<file path="config.mk">
export PLATFORM = sky130hd
export DESIGN_NAME = lcd_char_refresh_flat
export DESIGN_NICKNAME = d
export VERILOG_FILES = /design/src/rtl/lcd_char_refresh_if.sv /design/src/rtl/lcd_char_refresh.sv /design/src/flat_wrapper.sv
export SDC_FILE = /design/constraint.sdc
export NUM_CORES = 1
export LEC_CHECK = 0
export ABC_CLOCK_PERIOD_IN_PS = 3770
export CORE_UTILIZATION = 45
export CTS_CLUSTER_SIZE = 40
export DETAILED_ROUTE_END_ITERATION = 6
export SLEW_MARGIN = 0
export SYNTH_ARGS = -nofsm -noshare
export SYNTH_HDL_FRONTEND = slang
export SYNTH_SLANG_ARGS = --single-unit
</file>
<file path="constraint.sdc">
create_clock -name clk -period 3.77 [get_ports clk]
set_clock_uncertainty 0.2 [all_clocks]
set_input_delay 0.754 -clock clk [delete_from_list [all_inputs] [get_ports clk]]
set_output_delay 0.754 -clock clk [all_outputs]
set_load 0.01 [all_outputs]
</file>
<file path="src/rtl/lcd_char_refresh_if.sv">
`default_nettype none
// ============================================================================
// Module      : lcd_char_refresh_if
// Description : Character-buffer write port and HD44780 8-bit write-only bus
//               of the LCD refresh engine, plus its status strobes.
// Revision    : 1.0 - initial release
// ============================================================================
interface lcd_char_refresh_if;
  logic       wr_en;
  logic [4:0] wr_addr;
  logic [7:0] wr_dat;
  logic       lcd_rs;
  logic       lcd_rw;
  logic       lcd_e;
  logic [7:0] lcd_db;
  logic       init_done;
  logic       frame_tick;

  // Host side: writes characters, observes the panel bus and status
  modport master (
    output wr_en, wr_addr, wr_dat,
    input  lcd_rs, lcd_rw, lcd_e, lcd_db, init_done, frame_tick
  );

  // Refresh engine side
  modport slave (
    input  wr_en, wr_addr, wr_dat,
    output lcd_rs, lcd_rw, lcd_e, lcd_db, init_done, frame_tick
  );
endinterface
`default_nettype wire

</file>
<file path="src/rtl/lcd_char_refresh.sv">
`default_nettype none
// ============================================================================
// Module      : lcd_char_refresh
// Description : 32-byte character buffer continuously refreshed onto a 16x2
//               HD44780 panel; performs power-up wait and controller init,
//               emits a one-cycle frame tick after each full screen.
// Revision    : 1.0 - initial release
// ============================================================================
module lcd_char_refresh #(
  parameter int POWERUP_CYC    = 2000000,
  parameter int E_PULSE_CYC    = 25,
  parameter int CMD_WAIT_CYC   = 2000,
  parameter int CLEAR_WAIT_CYC = 80000
) (
  input wire                clk,
  input wire                rst_n,
  lcd_char_refresh_if.slave bus
);

  // Transaction phase; r_refresh tells whether the current step is an init
  // command or a refresh slot
  localparam logic [1:0] c_PWRUP = 2'd0;
  localparam logic [1:0] c_SETUP = 2'd1;
  localparam logic [1:0] c_PULSE = 2'd2;
  localparam logic [1:0] c_WAIT  = 2'd3;

  localparam logic [5:0] c_INIT_LAST  = 6'd4;   // 0x06 entry mode
  localparam logic [5:0] c_CLEAR_STEP = 6'd3;   // 0x01 clear display
  localparam logic [5:0] c_LINE2_STEP = 6'd17;  // 0xC0 set-DDRAM line 2
  localparam logic [5:0] c_FRAME_LAST = 6'd33;  // buf[31]

  logic [1:0]  r_state;
  logic [31:0] r_cnt;
  logic        r_refresh;
  logic [5:0]  r_step;
  logic [7:0]  r_buf [32];
  logic        r_lcd_rs;
  logic        r_lcd_e;
  logic [7:0]  r_lcd_db;
  logic        r_init_done;
  logic        r_frame_tick;

  logic [31:0] w_wait_len;
  logic        w_last_init;
  logic        w_last_frame;
  logic        w_pwr_done;
  logic        w_pulse_done;
  logic        w_wait_done;
  logic        w_tick_nxt;
  logic        w_ld_refresh;
  logic [5:0]  w_ld_step;
  logic [4:0]  w_ch_idx;
  logic        w_nxt_rs;
  logic [7:0]  w_nxt_db;

  // Only the clear command needs the long post-strobe wait
  assign w_wait_len   = (!r_refresh && (r_step == c_CLEAR_STEP)) ?
                        32'(CLEAR_WAIT_CYC) : 32'(CMD_WAIT_CYC);
  assign w_last_init  = !r_refresh && (r_step == c_INIT_LAST);
  assign w_last_frame = r_refresh && (r_step == c_FRAME_LAST);
  assign w_pwr_done   = (r_cnt == 32'(POWERUP_CYC - 1));
  assign w_pulse_done = (r_cnt == 32'(E_PULSE_CYC - 1));
  assign w_wait_done  = (r_cnt == w_wait_len - 32'd1);

  // Frame tick is registered, so it is raised one cycle ahead of the final
  // WAIT cycle of the buf[31] transaction (also covers a one-cycle wait)
  assign w_tick_nxt = w_last_frame &&
                      (((r_state == c_PULSE) && w_pulse_done && (w_wait_len == 32'd1)) ||
                       ((r_state == c_WAIT) && (r_cnt + 32'd2 == w_wait_len)));

  // Which transaction gets loaded at the next SETUP
  always_comb begin
    w_ld_refresh = 1'b0;
    w_ld_step    = 6'd0;
    if (r_state != c_PWRUP) begin
      w_ld_refresh = r_refresh | w_last_init;
      w_ld_step    = (w_last_init || w_last_frame) ? 6'd0 : r_step + 6'd1;
    end
  end

  // Slots 1..16 map to buf[0..15], slots 18..33 to buf[16..31] (5-bit wrap)
  assign w_ch_idx = (w_ld_step < c_LINE2_STEP) ? (w_ld_step[4:0] - 5'd1)
                                               : (w_ld_step[4:0] - 5'd2);

  // Bus value for the next transaction; the buffer is read here, before any
  // write landing on the same edge, so a colliding write shows next frame
  always_comb begin
    w_nxt_rs = 1'b0;
    w_nxt_db = 8'h00;
    if (!w_ld_refresh) begin
      case (w_ld_step)
        6'd0:    w_nxt_db = 8'h38;
        6'd1:    w_nxt_db = 8'h38;
        6'd2:    w_nxt_db = 8'h0C;
        6'd3:    w_nxt_db = 8'h01;
        default: w_nxt_db = 8'h06;
      endcase
    end else if (w_ld_step == 6'd0) begin
      w_nxt_db = 8'h80;
    end else if (w_ld_step == c_LINE2_STEP) begin
      w_nxt_db = 8'hC0;
    end else begin
      w_nxt_rs = 1'b1;
      w_nxt_db = r_buf[w_ch_idx];
    end
  end

  // Character buffer: reset to spaces, writable in every state
  always_ff @(posedge clk or negedge rst_n) begin
    if (!rst_n) begin
      for (int i = 0; i < 32; i++) r_buf[i] <= 8'h20;
    end else if (bus.wr_en) begin
      r_buf[bus.wr_addr] <= bus.wr_dat;
    end
  end

  // Sequencer: power-up wait, then SETUP/PULSE/WAIT per bus transaction
  always_ff @(posedge clk or negedge rst_n) begin
    if (!rst_n) begin
      r_state      <= c_PWRUP;
      r_cnt        <= 32'd0;
      r_refresh    <= 1'b0;
      r_step       <= 6'd0;
      r_lcd_rs     <= 1'b0;
      r_lcd_e      <= 1'b0;
      r_lcd_db     <= 8'h00;
      r_init_done  <= 1'b0;
      r_frame_tick <= 1'b0;
    end else begin
      r_frame_tick <= w_tick_nxt;
      case (r_state)
        c_PWRUP: begin
          if (w_pwr_done) begin
            r_state   <= c_SETUP;
            r_cnt     <= 32'd0;
            r_refresh <= w_ld_refresh;
            r_step    <= w_ld_step;
            r_lcd_rs  <= w_nxt_rs;
            r_lcd_db  <= w_nxt_db;
          end else begin
            r_cnt <= r_cnt + 32'd1;
          end
        end
        c_SETUP: begin
          r_state <= c_PULSE;
          r_lcd_e <= 1'b1;
          r_cnt   <= 32'd0;
        end
        c_PULSE: begin
          if (w_pulse_done) begin
            r_state <= c_WAIT;
            r_lcd_e <= 1'b0;
            r_cnt   <= 32'd0;
          end else begin
            r_cnt <= r_cnt + 32'd1;
          end
        end
        default: begin
          if (w_wait_done) begin
            r_state   <= c_SETUP;
            r_cnt     <= 32'd0;
            r_refresh <= w_ld_refresh;
            r_step    <= w_ld_step;
            r_lcd_rs  <= w_nxt_rs;
            r_lcd_db  <= w_nxt_db;
            if (w_ld_refresh && (w_ld_step == 6'd0)) r_init_done <= 1'b1;
          end else begin
            r_cnt <= r_cnt + 32'd1;
          end
        end
      endcase
    end
  end

  assign bus.lcd_rs     = r_lcd_rs;
  assign bus.lcd_rw     = 1'b0;
  assign bus.lcd_e      = r_lcd_e;
  assign bus.lcd_db     = r_lcd_db;
  assign bus.init_done  = r_init_done;
  assign bus.frame_tick = r_frame_tick;

endmodule
`default_nettype wire

</file>
<file path="src/flat_wrapper.sv">
// flat-port wrapper written by rule: the top's interface ports become plain ports
module lcd_char_refresh_flat 
#(
  parameter int POWERUP_CYC    = 2000000,
  parameter int E_PULSE_CYC    = 25,
  parameter int CMD_WAIT_CYC   = 2000,
  parameter int CLEAR_WAIT_CYC = 80000
)
  (clk, rst_n, bus_wr_en, bus_wr_addr, bus_wr_dat, bus_lcd_rs, bus_lcd_rw, bus_lcd_e, bus_lcd_db, bus_init_done, bus_frame_tick);
  lcd_char_refresh_if bus_i ();
  input wire clk;
  input wire rst_n;
  input wire logic [$bits(bus_i.wr_en)-1:0] bus_wr_en;
  input wire logic [$bits(bus_i.wr_addr)-1:0] bus_wr_addr;
  input wire logic [$bits(bus_i.wr_dat)-1:0] bus_wr_dat;
  output wire logic [$bits(bus_i.lcd_rs)-1:0] bus_lcd_rs;
  output wire logic [$bits(bus_i.lcd_rw)-1:0] bus_lcd_rw;
  output wire logic [$bits(bus_i.lcd_e)-1:0] bus_lcd_e;
  output wire logic [$bits(bus_i.lcd_db)-1:0] bus_lcd_db;
  output wire logic [$bits(bus_i.init_done)-1:0] bus_init_done;
  output wire logic [$bits(bus_i.frame_tick)-1:0] bus_frame_tick;
  assign bus_i.wr_en = bus_wr_en;
  assign bus_i.wr_addr = bus_wr_addr;
  assign bus_i.wr_dat = bus_wr_dat;
  assign bus_lcd_rs = bus_i.lcd_rs;
  assign bus_lcd_rw = bus_i.lcd_rw;
  assign bus_lcd_e = bus_i.lcd_e;
  assign bus_lcd_db = bus_i.lcd_db;
  assign bus_init_done = bus_i.init_done;
  assign bus_frame_tick = bus_i.frame_tick;
  lcd_char_refresh #(.POWERUP_CYC(POWERUP_CYC), .E_PULSE_CYC(E_PULSE_CYC), .CMD_WAIT_CYC(CMD_WAIT_CYC), .CLEAR_WAIT_CYC(CLEAR_WAIT_CYC)) u_core (.clk(clk), .rst_n(rst_n), .bus(bus_i));
endmodule
</file>
==> impl_results.md <==
* Worst path max stage delay at 520 ps
* Total power at approximately 0.0090 W
* Worst slew pin tran at 757 ps
* Die height at roughly 190 um
* Max-slew violations at 0
* Aggregate global-route resource usage at 0.255
* Int Pwr at 0.00684 W
* CP Launch Type: flip-flop
* Die Wd at 191 um
* Placed cell count at ~2,000
* Number of buffers created by CTS at 37
* Max-Cap Viols at 0
* Cell Area, Placed at 0.0178 mm2
* Max-Slew Margin vs Limit at 0.494
* Sequential share of the synthesized area at 0.483
* CTS tree: built
* Fin Hold WS at roughly 47 ps
* Max VDD drop at 387 uV
* Initial antenna violation count at 0
* Routed via count at 12,100
* P_sw at around 0.0021 W
* WP buf/inv at 1
* Nets@finish at 1,627
* Total Wirelength at 46,000 um
* Final hold vios at 0
* Syn_area_per_cell at 11.0 um2
* Deepest clock path buffer count at 3
* Kind of end point of the critical path: flip-flop
* # DRC at 0
* Worst Reg-to-Reg Cells at 13
* Via-per-instance ratio at about 5.8
* Sw Ratio at 0.239
* Initial Util at 0.461
* Share of cells above drive strength 1 at 0.378
* Final Instance Area at 0.0197 mm2
* Highest clock rate at 0.265 GHz
* Clock-pin slew on the worst setup and hold paths at 60 ps
* Iter 0 DRT Violations at 661
* Total grt overflow at 0
* Final setup violation count at 0
* IO Count at 29
* Crit Path Max Fanout at 8
* WS Path Type: reg2reg
* Final Non-Filler Cells at 2,076
* PwrDens at ~460 mW/mm2
* Row cnt at slightly below 70
* Core area at approximately 0.035 mm2
* Min cycle time layout at approximately 3800 ps
* Synthesized netlist cell count at 1,463
* Gate power share at 0.122
* # port buffers at 27
* CP arrival at 4000 ps
* H-tree depth at 2
* Most used DFF post-synth: dfrtp_1
* Critical path cell sequence: ha_1, a41o_1, nor2_4, nand2_2, ha_4, a41o_4, or3_4, and2_4, buf_12, a32oi_1, o22ai_1, or4_4, a221oi_2
* Clk sink count at 309
* Ys Warns at 0
* Largest net degree at the start of global routing at 87
* Hpwl dp at a little over 30,000 um
* Leakage power at 8.71 nW
* First-pass GRT wire length at ~70,000 um
* Root Buffer: clkbuf_16
* Share of power burned in registers at 0.465
* Area grow syn2layout at 22.3%
* Final Cycle Share at 0.999
* Number of global-route vias before repair at 12,100
* Die ar. at approximately 0.036 mm2
* Setup TNS Final at 0 ps
* EDFF count, synth at 0
* DRT Pass-1 Iters at 5
* Mapped Area at 0.0161 mm2
* Syn Nets at 1,498
* Asr flop ratio synth at 1.00
* CP Depth at 13
* ANT nets after route at 0
* Latest clock arrival within the worst-skew pair at 530 ps
* Status: finished clean
* CP Data Required Time at 4000 ps
* Hold Crit Class: in2async
* Clock network fraction of total power at 0.413
* Number of synthesized register bits at 309
* Top Family by Delay on Critical Path: simple AND/OR/NAND/NOR gates
* Drt wl/cell at between 20 and 25 um
* Unrepaired setup endpoints after global routing: true
* GPL Wtd Cong at ~0.90
* Cell variety after synth at a little under 80
* # diodes at 0
* CP max-delay cell: or4_4
==> synthesized netlist by cell type (17+ instances only) <==
| cell type | n | area (um2) |
|---|---|---|
| clkbuf_1 | 62 | 233 |
| mux4_2 | 19 | 428 |
| a22oi_1 | 27 | 203 |
| nand3_1 | 62 | 310 |
| xnor2_1 | 24 | 210 |
| dfstp_2 | 32 | 841 |
| a32oi_1 | 19 | 166 |
| mux2_2 | 258 | 2910 |
| xor2_1 | 27 | 236 |
| a21oi_1 | 35 | 175 |
| nor2_1 | 96 | 360 |
| nand2_1 | 217 | 815 |
| buf_2 | 23 | 115 |
| ha_1 | 19 | 238 |
| o21ai_0 | 17 | 85.1 |
| dfrtp_1 | 277 | 6930 |
==> kinds of logic (layout without fill, tap and decap cells) <==
| logic type | after synthesis | in the layout | synth area share |
|---|---|---|---|
| buffers and inverters | 118 | 274 | 0.0331 |
| muxes | 292 | 292 | 0.217 |
| xor gates and xnor gates | 51 | 51 | 0.0278 |
| AOI/OAI and AO/OA | 173 | 173 | 0.0792 |
| and+or+nand+nor | 500 | 502 | 0.145 |
| adders and majority gates | 19 | 19 | 0.0148 |
| DFF | 309 | 309 | 0.483 |
| other | 1 | 1 | 0.000233 |
==> worst paths after layout <==
kind,from,end,slack [ps]
setup / recovery,u_core.r_step[0],u_core.bus.lcd_db[5],3
hold / removal,rst_n,u_core.r_cnt[7],50
setup reg to reg,u_core.r_step[0],u_core.bus.lcd_db[5],3
hold reg to reg,u_core.bus.init_done,u_core.bus.init_done,260
max in group asynchronous,rst_n,u_core.r_buf[24],2460
min in group clk,u_core.bus.init_done,u_core.bus.init_done,260
==> worst reg2reg max path, stage by stage, from the launching register on <==
cell      delay [ps]
dfrtp_1          390
ha_1             220
a41o_1           220
nor2_4           200
nand2_2          100
ha_4             180
a41o_4           250
or3_4            450
and2_4           250
buf_12           170
a32oi_1          210
o22ai_1          100
or4_4            520
a221oi_2         230
==> routing by layer <==
| metal | vias to the layer above | GRT usage | part of all wire | wire length, um |
|---|---|---|---|---|
| met1 | 6180 | 0.357 | 0.45 | 20900 |
| met5 | - | 0 | 0 | 0 |
| met2 | 336 | 0.393 | 0.46 | 21200 |
| met3 | 87 | 0.0538 | 0.058 | 2690 |
| met4 | 0 | 0.0858 | 0.028 | 1290 |
| li1 | 5524 | - | - | - |
==> cell usage in the layout, fill, tap and decap left out, types with 5 or more instances in the layout <==
| cell type | count |
|---|---|
| a211oi_1 | 5 |
| a21oi_1 | 29 |
| a21oi_2 | 5 |
| a22oi_1 | 26 |
| a31oi_1 | 6 |
| a32oi_1 | 15 |
| and2_1 | 5 |
| and3_1 | 10 |
| and4_1 | 5 |
| buf_12 | 17 |
| buf_4 | 130 |
| buf_6 | 9 |
| clkbuf_1 | 9 |
| clkbuf_16 | 41 |
| clkbuf_8 | 11 |
| clkdlybuf4s50_1 | 26 |
| dfrtp_1 | 276 |
| dfstp_2 | 32 |
| ha_1 | 16 |
| inv_1 | 15 |
| mux2_2 | 258 |
| mux2i_1 | 12 |
| mux4_2 | 19 |
| nand2_1 | 214 |
| nand3_1 | 58 |
| nand3b_1 | 5 |
| nand4_1 | 16 |
| nor2_1 | 96 |
| nor3_1 | 16 |
| nor3b_1 | 5 |
| nor4_1 | 14 |
| o21ai_0 | 15 |
| o22ai_1 | 9 |
| or3_1 | 6 |
| or3_4 | 5 |
| or4_4 | 5 |
| xnor2_1 | 24 |
| xor2_1 | 27 |
==> power by group through the flow <==
| stage | registers (W) | clock network (W) | logic (W) |
|---|---|---|---|
| finish | 0.00418 | 0.00371 | 0.00110 |
| global route | 0.00424 | 0.00391 | 0.00119 |
| detailed placement | 0.00422 | 0 | 0.00107 |
| floorplan | 0.00413 | 0 | 0.000743 |
| global placement | 0.00421 | 0 | 0.00105 |
| CTS | 0.00417 | 0.00379 | 0.00109 |
==> final cells by class <==
| cell class | instances | area [um2] |
|---|---|---|
| fillers | 2977 | 15200 |
| flip-flops and latches | 309 | 7770 |
| multi-input cells | 1038 | 8160 |
| clock buffers | 59 | 1160 |
| inverters | 17 | 63.8 |
| repair buffers | 189 | 1820 |
| clock inverters | 9 | 128 |
| well taps | 455 | 569 |
==> stage by stage <==
stage | util | setup slack, ps
2_1_floorplan | - | -6.21
3_3_place_gp | 0.509 | -176
3_5_place_dp | 0.509 | -220
4_1_cts | 0.553 | 5.58
5_1_grt | 0.564 | -101
6_report | 0.564 | 3.12
==> what timing repair did <==
action                                  CTS  global route
gates cloned                              4             2
resized for setup                        26            55
endpoints found under the setup margin    8             8
setup buffers                             8            10
pin swaps                                 1            29
hold buffers                              0             0
==> sequential cells by signal, indices dropped and copies added (netlist names) <==
signal and flops:
u_core.r_buf 256, u_core.r_cnt 32, u_core.bus.lcd_db 8, u_core.r_step 6, u_core.r_state 2, u_core.bus.frame_tick 1
u_core.bus.init_done 1, u_core.bus.lcd_e 1, u_core.bus.lcd_rs 1, u_core.r_refresh 1
No activity file was read; power rests on OpenSTA's default activity.
